$ cat src/rtl/nlm_pkg.sv
// nlm_pkg: shared constants and helpers for the NLM weight PE.
package nlm_pkg;
  localparam int LUT_STEPS = 16;
  localparam int THR_OFS = 10;
  localparam logic [7:0] WTAB [LUT_STEPS] = '{8'd255, 8'd251, 8'd236, 8'd201, 8'd163, 8'd125, 8'd93, 8'd67,
                                             8'd47, 8'd33, 8'd22, 8'd15, 8'd10, 8'd7, 8'd5, 8'd3};
  function automatic int dist_width(input int dw, input int n);
    return 2 * dw + $clog2(n);
  endfunction
  function automatic int thr_ofs(input int k);
    return THR_OFS + k;
  endfunction
endpackage

$ cat src/rtl/nlm_row_ssd.sv
// nlm_row_ssd: combinational sum of squared absolute differences across one patch row.
module nlm_row_ssd #(
  parameter int DATA_WIDTH = 12,
  parameter int PATCH_W = 5,
  parameter int OUT_W = 29
) (
  input  logic [PATCH_W*DATA_WIDTH-1:0] ref_row_i,
  input  logic [PATCH_W*DATA_WIDTH-1:0] srh_row_i,
  output logic [OUT_W-1:0]              ssd_o
);
  localparam int SQ_W = 2 * DATA_WIDTH;
  logic [DATA_WIDTH-1:0] diff [PATCH_W];
  logic [SQ_W-1:0] sq [PATCH_W];
  for (genvar i = 0; i < PATCH_W; i++) begin : g_elem
    logic [DATA_WIDTH-1:0] a, b;
    assign a = ref_row_i[i*DATA_WIDTH +: DATA_WIDTH];
    assign b = srh_row_i[i*DATA_WIDTH +: DATA_WIDTH];
    assign diff[i] = a > b ? a - b : b - a;
    assign sq[i] = SQ_W'(diff[i]) * SQ_W'(diff[i]);
  end
  always_comb begin
    ssd_o = '0;
    for (int k = 0; k < PATCH_W; k++) ssd_o = ssd_o + OUT_W'(sq[k]);
  end
endmodule

$ cat src/rtl/nlm_pe_stream.sv
// nlm_pe_stream: streams patch rows, accumulates SSD and maps it to a Gaussian weight
// through a threshold LUT scaled by the runtime sigma^2.
module nlm_pe_stream import nlm_pkg::*; #(
  parameter int DATA_WIDTH = 12,
  parameter int PATCH_W = 5,
  parameter int PATCH_H = 5,
  parameter int WEIGHT_WIDTH = 8,
  parameter int KS_WIDTH = 16,
  parameter int CENTER_MODE = 0
) (
  input  logic                                             clk,
  input  logic                                             rst,
  input  logic [KS_WIDTH-1:0]                              cfg_ksigma,
  input  logic                                             s_valid,
  output logic                                             s_ready,
  input  logic [PATCH_W*DATA_WIDTH-1:0]                    s_ref_row,
  input  logic [PATCH_W*DATA_WIDTH-1:0]                    s_srh_row,
  input  logic [DATA_WIDTH-1:0]                            s_pix,
  output logic                                             m_valid,
  input  logic                                             m_ready,
  output logic [WEIGHT_WIDTH-1:0]                          m_weight,
  output logic [DATA_WIDTH+WEIGHT_WIDTH-1:0]               m_wpix,
  output logic [dist_width(DATA_WIDTH, PATCH_W*PATCH_H)-1:0] m_dist
);
  localparam int N = PATCH_W * PATCH_H;
  localparam int DIST_W = dist_width(DATA_WIDTH, N);
  localparam int BASE_W = KS_WIDTH + $clog2(N + 1);
  localparam int CMP_W = DIST_W + BASE_W + 8;
  localparam int RC_W = $clog2(PATCH_H + 1);
  localparam int WP_W = DATA_WIDTH + WEIGHT_WIDTH;
  logic [RC_W-1:0] row_cnt_q, row_cnt_d;
  logic [DIST_W-1:0] acc_q, acc_d, row_ssd;
  logic [BASE_W-1:0] base_q, base_d;
  logic [DATA_WIDTH-1:0] pix_q, pix_d;
  logic m_valid_q, m_valid_d;
  logic [WEIGHT_WIDTH-1:0] m_weight_q, lut_w, ovr_w;
  logic [WP_W-1:0] m_wpix_q, wpix_d;
  logic [DIST_W-1:0] m_dist_q;
  logic [CMP_W-1:0] g;
  logic accept, first, last;
  nlm_row_ssd #(.DATA_WIDTH(DATA_WIDTH), .PATCH_W(PATCH_W), .OUT_W(DIST_W)) u_ssd (
    .ref_row_i(s_ref_row),
    .srh_row_i(s_srh_row),
    .ssd_o(row_ssd)
  );
  assign s_ready = ~rst & (~m_valid_q | m_ready);
  assign accept = s_valid & s_ready;
  assign first = row_cnt_q == '0;
  assign last = row_cnt_q == RC_W'(PATCH_H - 1);
  // On the first beat the fresh sigma and pixel are used directly so a one-row patch still works.
  always_comb begin
    acc_d = first ? row_ssd : acc_q + row_ssd;
    base_d = first ? BASE_W'(cfg_ksigma) * BASE_W'(N) : base_q;
    pix_d = first ? s_pix : pix_q;
    row_cnt_d = last ? '0 : row_cnt_q + 1'b1;
    g = CMP_W'(acc_d) * CMP_W'(5);
    lut_w = '0;
    for (int k = LUT_STEPS - 1; k >= 0; k--)
      lut_w = (g <= CMP_W'(base_d) * CMP_W'(thr_ofs(k))) ? WEIGHT_WIDTH'(WTAB[k]) : lut_w;
    ovr_w = CENTER_MODE == 1 ? '0 : CENTER_MODE == 2 ? WEIGHT_WIDTH'(255) : lut_w;
    wpix_d = WP_W'(ovr_w) * WP_W'(pix_d);
    m_valid_d = (accept & last) | (m_valid_q & ~m_ready);
  end
  always_ff @(posedge clk or posedge rst) begin
    if (rst) begin
      row_cnt_q <= '0;
      acc_q <= '0;
      base_q <= '0;
      pix_q <= '0;
      m_valid_q <= 1'b0;
      m_weight_q <= '0;
      m_wpix_q <= '0;
      m_dist_q <= '0;
    end else begin
      if (accept) begin
        row_cnt_q <= row_cnt_d;
        acc_q <= acc_d;
        base_q <= base_d;
        pix_q <= pix_d;
      end
      m_valid_q <= m_valid_d;
      if (accept & last) begin
        m_weight_q <= ovr_w;
        m_wpix_q <= wpix_d;
        m_dist_q <= acc_d;
      end
    end
  end
  assign m_valid = m_valid_q;
  assign m_weight = m_weight_q;
  assign m_wpix = m_wpix_q;
  assign m_dist = m_dist_q;
endmodule

$ cat config.mk
export PLATFORM = sky130hd
export DESIGN_NAME = nlm_pe_stream
export DESIGN_NICKNAME = d
export VERILOG_FILES = /design/src/rtl/nlm_pkg.sv /design/src/rtl/nlm_row_ssd.sv /design/src/rtl/nlm_pe_stream.sv
export SDC_FILE = /design/constraint.sdc
export NUM_CORES = 2
export LEC_CHECK = 0
export CAP_MARGIN = 20
export CORE_UTILIZATION = 30
export CTS_BUF_LIST = sky130_fd_sc_hd__clkbuf_2
export CTS_CLUSTER_DIAMETER = 30
export DETAILED_ROUTE_END_ITERATION = 10
export GPL_ROUTABILITY_DRIVEN = 0
export PLACE_DENSITY = 0.42
export SYNTH_ARGS = -nofsm -noshare
export SYNTH_HDL_FRONTEND = slang
export SYNTH_SLANG_ARGS = --single-unit
$ cat constraint.sdc
create_clock -name clk -period 12.5 [get_ports clk]
set_input_delay 3.75 -clock clk [delete_from_list [all_inputs] [get_ports clk]]
set_output_delay 3.75 -clock clk [all_outputs]
set_load 0.01 [all_outputs]
# Yosys cells after proc, flatten, opt, wreduce, memory -nomap -nowiden
# Cells that the tools add are included.
[classes]
eq_ne = 1
n_addsub = 16
mul = 23
bitwise_logic = 9
n_lt_le_gt_ge = 21
mux = 25
reduce_logical = 1
[op_table]
columns = ["op", "n"]
rows = [
  ["$le A32 B26 Y1", 9],
  ["$le A32 B25 Y1", 7],
  ["$mul A21 B5 Y26 const B", 5],
  ["$mul A21 B4 Y25 const B", 5],
  ["$mul A12 B12 Y24", 5],
  ["$sub A12 B12 Y12", 10],
  ["$add A29 B24 Y29", 3],
  ["$mul A21 B3 Y24 const B", 3],
  ["$mux W12", 6],
  ["$gt A12 B12 Y1", 5],
  ["$mul A21 B2 Y23 const B", 2],
  ["$mux W8", 5],
  ["$mul A29 B3 Y32 const B", 1],
  ["$add A29 B29 Y29", 1],
  ["$mux W29", 1],
  ["$add A24 B24 Y25", 1],
  ["$mul A16 B5 Y21 const B", 1],
  ["$mux W21", 1],
  ["$mux W7", 3],
  ["$mul A8 B12 Y20", 1],
  ["$mux W6", 2],
  ["$mux W3", 3],
  ["$mux W4", 2],
  ["$mux W5", 1],
  ["7 further kinds", 13],
]
[word_totals]
out_inout_bits = 59
register_bits = 123
word_cells = 104

# Depth between registers and ports, before layout
[depth]
ltp_word = 28
mapped_depth = 104

# Cells and area by module
# Synthesis repeated with hierarchy kept, for this count alone.
[unflattened]
cells_unflattened = 7322
hier_area_um2 = 62244.7
[modules_own_cells]
columns = ["mod", "cells_per_inst", "n_inst", "seq_area_each_um2", "area_each_um2"]
rows = [
  ["nlm_pe_stream", 4453, 1, 3078.0, 36932.9],
  ["nlm_row_ssd", 2869, 1, 0.0, 25311.8],
]

# Worst setup path after synthesis
# OpenSTA, ideal clock, no wires.
[synth_path]
path_type = "input to register"
startpoint = "in s_ref_row[0]"
endpoint = "reg m_wpix_q[19], in the netlist m_wpix[19]"
slack_ns = -13.017
arrival_ns = 25.392
stages = 93
n_path_buf = 1
setup_ns = 0.125
cell_sequence = "inv_1 ha_1 inv_1 fa_1 a21o_1 a221oi_1 o211ai_1 nand3_1 mux2_2 a31oi_1 o21ai_0 a21oi_1 xor2_1 nor2_1 fa_1 inv_1 fa_1 fa_1 [57 not listed] fa_1 inv_1 fa_1 inv_1 fa_1 inv_1 fa_1 inv_1 ha_1 a21oi_1 o21bai_1 a21oi_1 o21a_1 a2111o_1 nand4b_1 a21oi_1 xnor2_1 mux2_2"
[synth_via]
elab_chain_cells = 28
elab_cells_between_ends = 45
classes_between = "7 x add/sub; 3 x mul; 17 x order compare; 18 x mux"
[synth_rtl]
columns = ["element", "line", "rtl"]
rows = [
  ["start: declaration", "nlm_pe_stream.sv:16", "input logic [PATCH_W*DATA_WIDTH-1:0] s_ref_row,"],
  ["$sub A12 B12 Y12 / $gt A12 B12 Y1 (equally long branches)", "nlm_row_ssd.sv:18", "assign diff[i] = a > b ? a - b : b - a;"],
  ["$mux W12 *", "nlm_row_ssd.sv:18", ""],
  ["$mul A12 B12 Y24 *", "nlm_row_ssd.sv:19", "assign sq[i] = SQ_W'(diff[i]) * SQ_W'(diff[i]);"],
  ["$add A24 B24 Y25 *", "nlm_row_ssd.sv:23", "for (int k = 0; k < PATCH_W; k++) ssd_o = ssd_o + OUT_W'(sq[k]);"],
  ["$add A29 B24 Y29 * (3 in series)", "nlm_row_ssd.sv:23", ""],
  ["$add A29 B29 Y29", "nlm_pe_stream.sv:52", "acc_d = first ? row_ssd : acc_q + row_ssd;"],
  ["$mux W29 *", "nlm_pe_stream.sv:52", ""],
  ["via acc_d[19]", "nlm_pe_stream.sv:32", "logic [DIST_W-1:0] acc_q, acc_d, row_ssd;"],
  ["[3 not listed]", "--", ""],
  ["$mux W3 (2 in series)", "nlm_pe_stream.sv:59", "lut_w = (g <= CMP_W'(base_d) * CMP_W'(thr_ofs(k))) ? WEIGHT_WIDTH'(WTAB[k]) : lut_w;"],
  ["$mux W4 (2 in series)", "nlm_pe_stream.sv:59", ""],
  ["$mux W5", "nlm_pe_stream.sv:59", ""],
  ["$mux W6 (2 in series)", "nlm_pe_stream.sv:59", ""],
  ["$mux W7 (3 in series)", "nlm_pe_stream.sv:59", ""],
  ["$mux W8 (4 in series)", "nlm_pe_stream.sv:59", ""],
  ["$mux W8 *", "nlm_pe_stream.sv:59", ""],
  ["$mul A8 B12 Y20 *", "nlm_pe_stream.sv:61", "wpix_d = WP_W'(ovr_w) * WP_W'(pix_d);"],
  ["end signal: assignment", "nlm_pe_stream.sv:84", "m_wpix_q <= wpix_d;"],
  ["end: declaration", "nlm_pe_stream.sv:37", "logic [WP_W-1:0] m_wpix_q, wpix_d;"],
]
# Mark *: on every way through the listed nets, which the timed path passes. The rest lies on a longest branch.
# A chain may end at the register's enable or synchronous reset.

# Worst setup path in the final report
[layout_path]
startpoint = "in s_srh_row[19]"
endpoint = "reg m_wpix_q[19], in the netlist m_wpix[19]"
[layout_via]
elab_chain_cells = 28
elab_cells_between_ends = 45
classes_between = "7 x add/sub; 3 x mul; 17 x order compare; 18 x mux"
[layout_rtl]
columns = ["element", "line", "rtl"]
rows = [
  ["start: declaration", "nlm_pe_stream.sv:17", "input logic [PATCH_W*DATA_WIDTH-1:0] s_srh_row,"],
  ["$sub A12 B12 Y12 / $gt A12 B12 Y1 (equally long branches)", "nlm_row_ssd.sv:18", ""],
  ["$mux W12 *", "nlm_row_ssd.sv:18", ""],
  ["$mul A12 B12 Y24 *", "nlm_row_ssd.sv:19", ""],
  ["$add A24 B24 Y25 *", "nlm_row_ssd.sv:23", ""],
  ["$add A29 B24 Y29 * (3 in series)", "nlm_row_ssd.sv:23", ""],
  ["$add A29 B29 Y29", "nlm_pe_stream.sv:52", ""],
  ["$mux W29 *", "nlm_pe_stream.sv:52", ""],
  ["via acc_d[19]", "nlm_pe_stream.sv:32", ""],
  ["[3 not listed]", "--", ""],
  ["$mux W3 (2 in series)", "nlm_pe_stream.sv:59", ""],
  ["$mux W4 (2 in series)", "nlm_pe_stream.sv:59", ""],
  ["$mux W5", "nlm_pe_stream.sv:59", ""],
  ["$mux W6 (2 in series)", "nlm_pe_stream.sv:59", ""],
  ["$mux W7 (3 in series)", "nlm_pe_stream.sv:59", ""],
  ["$mux W8 (4 in series)", "nlm_pe_stream.sv:59", ""],
  ["$mux W8 *", "nlm_pe_stream.sv:59", ""],
  ["$mul A8 B12 Y20 *", "nlm_pe_stream.sv:61", ""],
]
# Marked as above.

==> flow_summary_export.csv <==
group,metric,value,unit
job,drv_cap,0,
yosys,yosys_most_used_dff,"dfrtp_1",
yosys,avgSynthCellArea,8.45,um^2
yosys,post-synth-top-count-cell,"inv_1",
cells_and_area,drive_above_1_share,31.2,%
sta,fin_crit,23340,ps
routing,initialDrtViolationCount,2719,
global_routing,grt_max_degree,90,
cts,ctsLongestPathBuffers,2,
routing,wl,235000,um
critical_path,critPathLaunchType,"primary input",
yosys,synth_common_cells,"inv_1, ha_1, fa_1",
yosys,yosysWarnings,0,
critical_path,critPathRequiredTime,13470,ps
yosys,synth_top_area_cell,"fa_1",
cells_and_area,fin_area,90500,um^2
routing,vias,60000,
critical_path,critPathMaxStageDelay,600,ps
hold_path,hp-class,"flip-flop to flip-flop",
placement,dpl_cell_area,86200,um^2
cts,clk_latency,1160,ps
cts,numCtsBuffers,17,
cts,holdBufCountCts,0,
floorplanning,die_x,459,um
global_routing,grtUsageTotal,22.6,%
yosys,yosysTopAreaCellShare,25.9,%
yosys,ys_top_cells_by_area,"fa_1, ha_1, inv_1",
yosys,synth_area,62600,um^2
global_routing,grt_overflow,0,
cells_and_area,layout.cells.non_filler,12700,
floorplanning,die_area,211000,um^2
cts,cts_tree,"built",
placement,post-place-cells,12500,
cts,htreeDepth,4,
yosys,synth_seq_area_share,4.92,%
global_routing,antenna_found_initial,2,
global_routing,grt_pass1_vias,63900,
status,violations,"setup timing",
cts,cts_sinks,123,
floorplanning,fp.coreArea,207000,um^2
critical_path,cp_common_cell,"fa_1",
sta,slew_headroom,31.1,%
floorplanning,die-height,459,um
floorplanning,start_util,30.2,%
cells_and_area,nFillCells,20900,
routing,vias_per_cell,4.73,
routing,drtAntennaViolNets,0,
cts,root_buffer,"clkbuf_2",
floorplanning,rows,167,
routing,drc,0,
yosys,async_reset_ff_share,100,%
cells_and_area,syn2layout_area_growth,44.5,%
critical_path,cp.arrival,24310,ps
placement,dp_hpwl,207000,um
sta,report.final.slew_viol_count,0,
yosys,syn-num-nets,9633,
sta,grt_setup_unrepaired,"yes",
sta,worst_pin_slew,1030,ps
cells_and_area,nNetsFinal,12100,
sta,fmax,42.8,MHz
sta,hold_violations,0,
sta,finalCritPeriodShare,187,%
routing,wl_per_cell,18.5,um
status,outcome,"finished with violations",
sta,fin_ws,-10840,ps
floorplanning,io_pins,211,
critical_path,worstSetupPathType,"primary input to flip-flop",
yosys,syn_inst,7409,
critical_path,crit_path_end_kind,"flip-flop",
yosys,yosysUniqueCellTypes,84,
yosys,synth_edf_count,0,
sta,finClkSkew,187,ps
cts,path_clk_slew,270,ps
critical_path,cp_slowest_cell,"fa_2",
cells_and_area,final_util,43.6,%
routing,firstDrtPassIters,6,
global_routing,grt_pass1_wl,368000,um
sta,setup_viol,76,
yosys,ys_seq_elements,123,
critical_path,cp_max_fo,7,
placement,io_buffers,210,
==> kinds of logic after synthesis <==
| logic type | Yosys count | synth area share [%] |
|---|---|---|
| compound gates | 1413 | 14.6 |
| xor+xnor | 383 | 5.37 |
| fa+ha+maj | 2072 | 51.1 |
| buf+inv | 1557 | 9.41 |
| flops | 123 | 4.92 |
| mux | 83 | 1.39 |
| simple gates | 1778 | 13.2 |
==> worst max-delay path: cells and delay by family <==
kind / cells / cell delay [ps]
XOR/XNOR: 4 / 760
AO/OA/AOI/OAI: 31 / 6190
AND/OR/NAND/NOR: 15 / 2400
adder cells (fa/ha/maj): 23 / 9430
buffers and inverters: 14 / 1430
multiplexers: 1 / 260
==> sequential cells by signal, indices dropped and copies added, names as in the netlist <==
name       cells
m_dist        29
m_weight       8
base_q        21
row_cnt_q      3
pix_q         12
acc_q         29
m_valid        1
m_wpix        20
==> worst paths after layout <==
| check | from | to | slack, ps | cells after the start |
|---|---|---|---|---|
| worst min register to register | m_wpix[1] | m_wpix[1] | 510 | 2 |
| max in group asynchronous | rst | m_dist[12] | 7940 | 3 |
| worst max-delay path | s_srh_row[19] | m_wpix[19] | -10840 | 88 |
| worst max register to register | row_cnt_q[0] | m_wpix[17] | -100 | 57 |
| worst min-delay path | m_wpix[1] | m_wpix[1] | 510 | 2 |
| min in group asynchronous | rst | base_q[19] | 3150 | 2 |
==> layout make-up <==
class                   instances  area [um^2]  share of cell area (%)
flip-flops and latches        123         3080                    3.40
clock buffers                  17         85.1                  0.0940
multi-input cells            5729        57500                    63.5
clock inverters                14          123                   0.136
repair buffers               2565        20800                    23.0
well taps                    2788         3490                    3.86
inverters                    1443         5450                    6.03
diodes                          2         5.00                 0.00553
==> what timing repair did <==
action	CTS	global route
pin swaps	209	216
resized for setup	410	344
buffers inserted	85	67
setup endpoints to repair	78	78
hold endpoints to repair	0	0
==> per-stage QoR <==
stage / worst slack [ps] / hold WS [ps] / TNS (ps)
2_1_floorplan: -10950 / 446 / -364190
3_3_place_gp: -13140 / 458 / -516470
3_5_place_dp: -13370 / 469 / -531020
4_1_cts: -10590 / 517 / -358130
5_1_grt: -11640 / 541 / -404340
6_report: -10840 / 509 / -366150
==> per-layer routing <==
layer / global-route usage [%] / part of all wire, % / vias to the layer above
met5: 0 / 0.0055 / -
met3: 1.20 / 2.4 / 193
met1: 29.0 / 44 / 29400
met4: 5.65 / 3.0 / 2
met2: 41.0 / 50 / 807
li1: - / - / 29600
==> layout by cell type, fill, tap and decap left out, types with 170 or more instances in the layout <==
| cell | netlist | routed |
|---|---|---|
| a21oi_1 | 361 | 297 |
| inv_1 | 1434 | 1371 |
| nor2_1 | 497 | 456 |
| nand2_1 | 556 | 523 |
| clkdlybuf4s50_1 | 0 | 170 |
| fa_1 | 811 | 792 |
| ha_1 | 1261 | 1153 |
| o21ai_0 | 354 | 280 |
| buf_4 | 0 | 2211 |
| xnor2_1 | 208 | 172 |
Power is not shown: default switching activity piles up to over one toggle a cycle in this logic, so the estimate is an artifact.
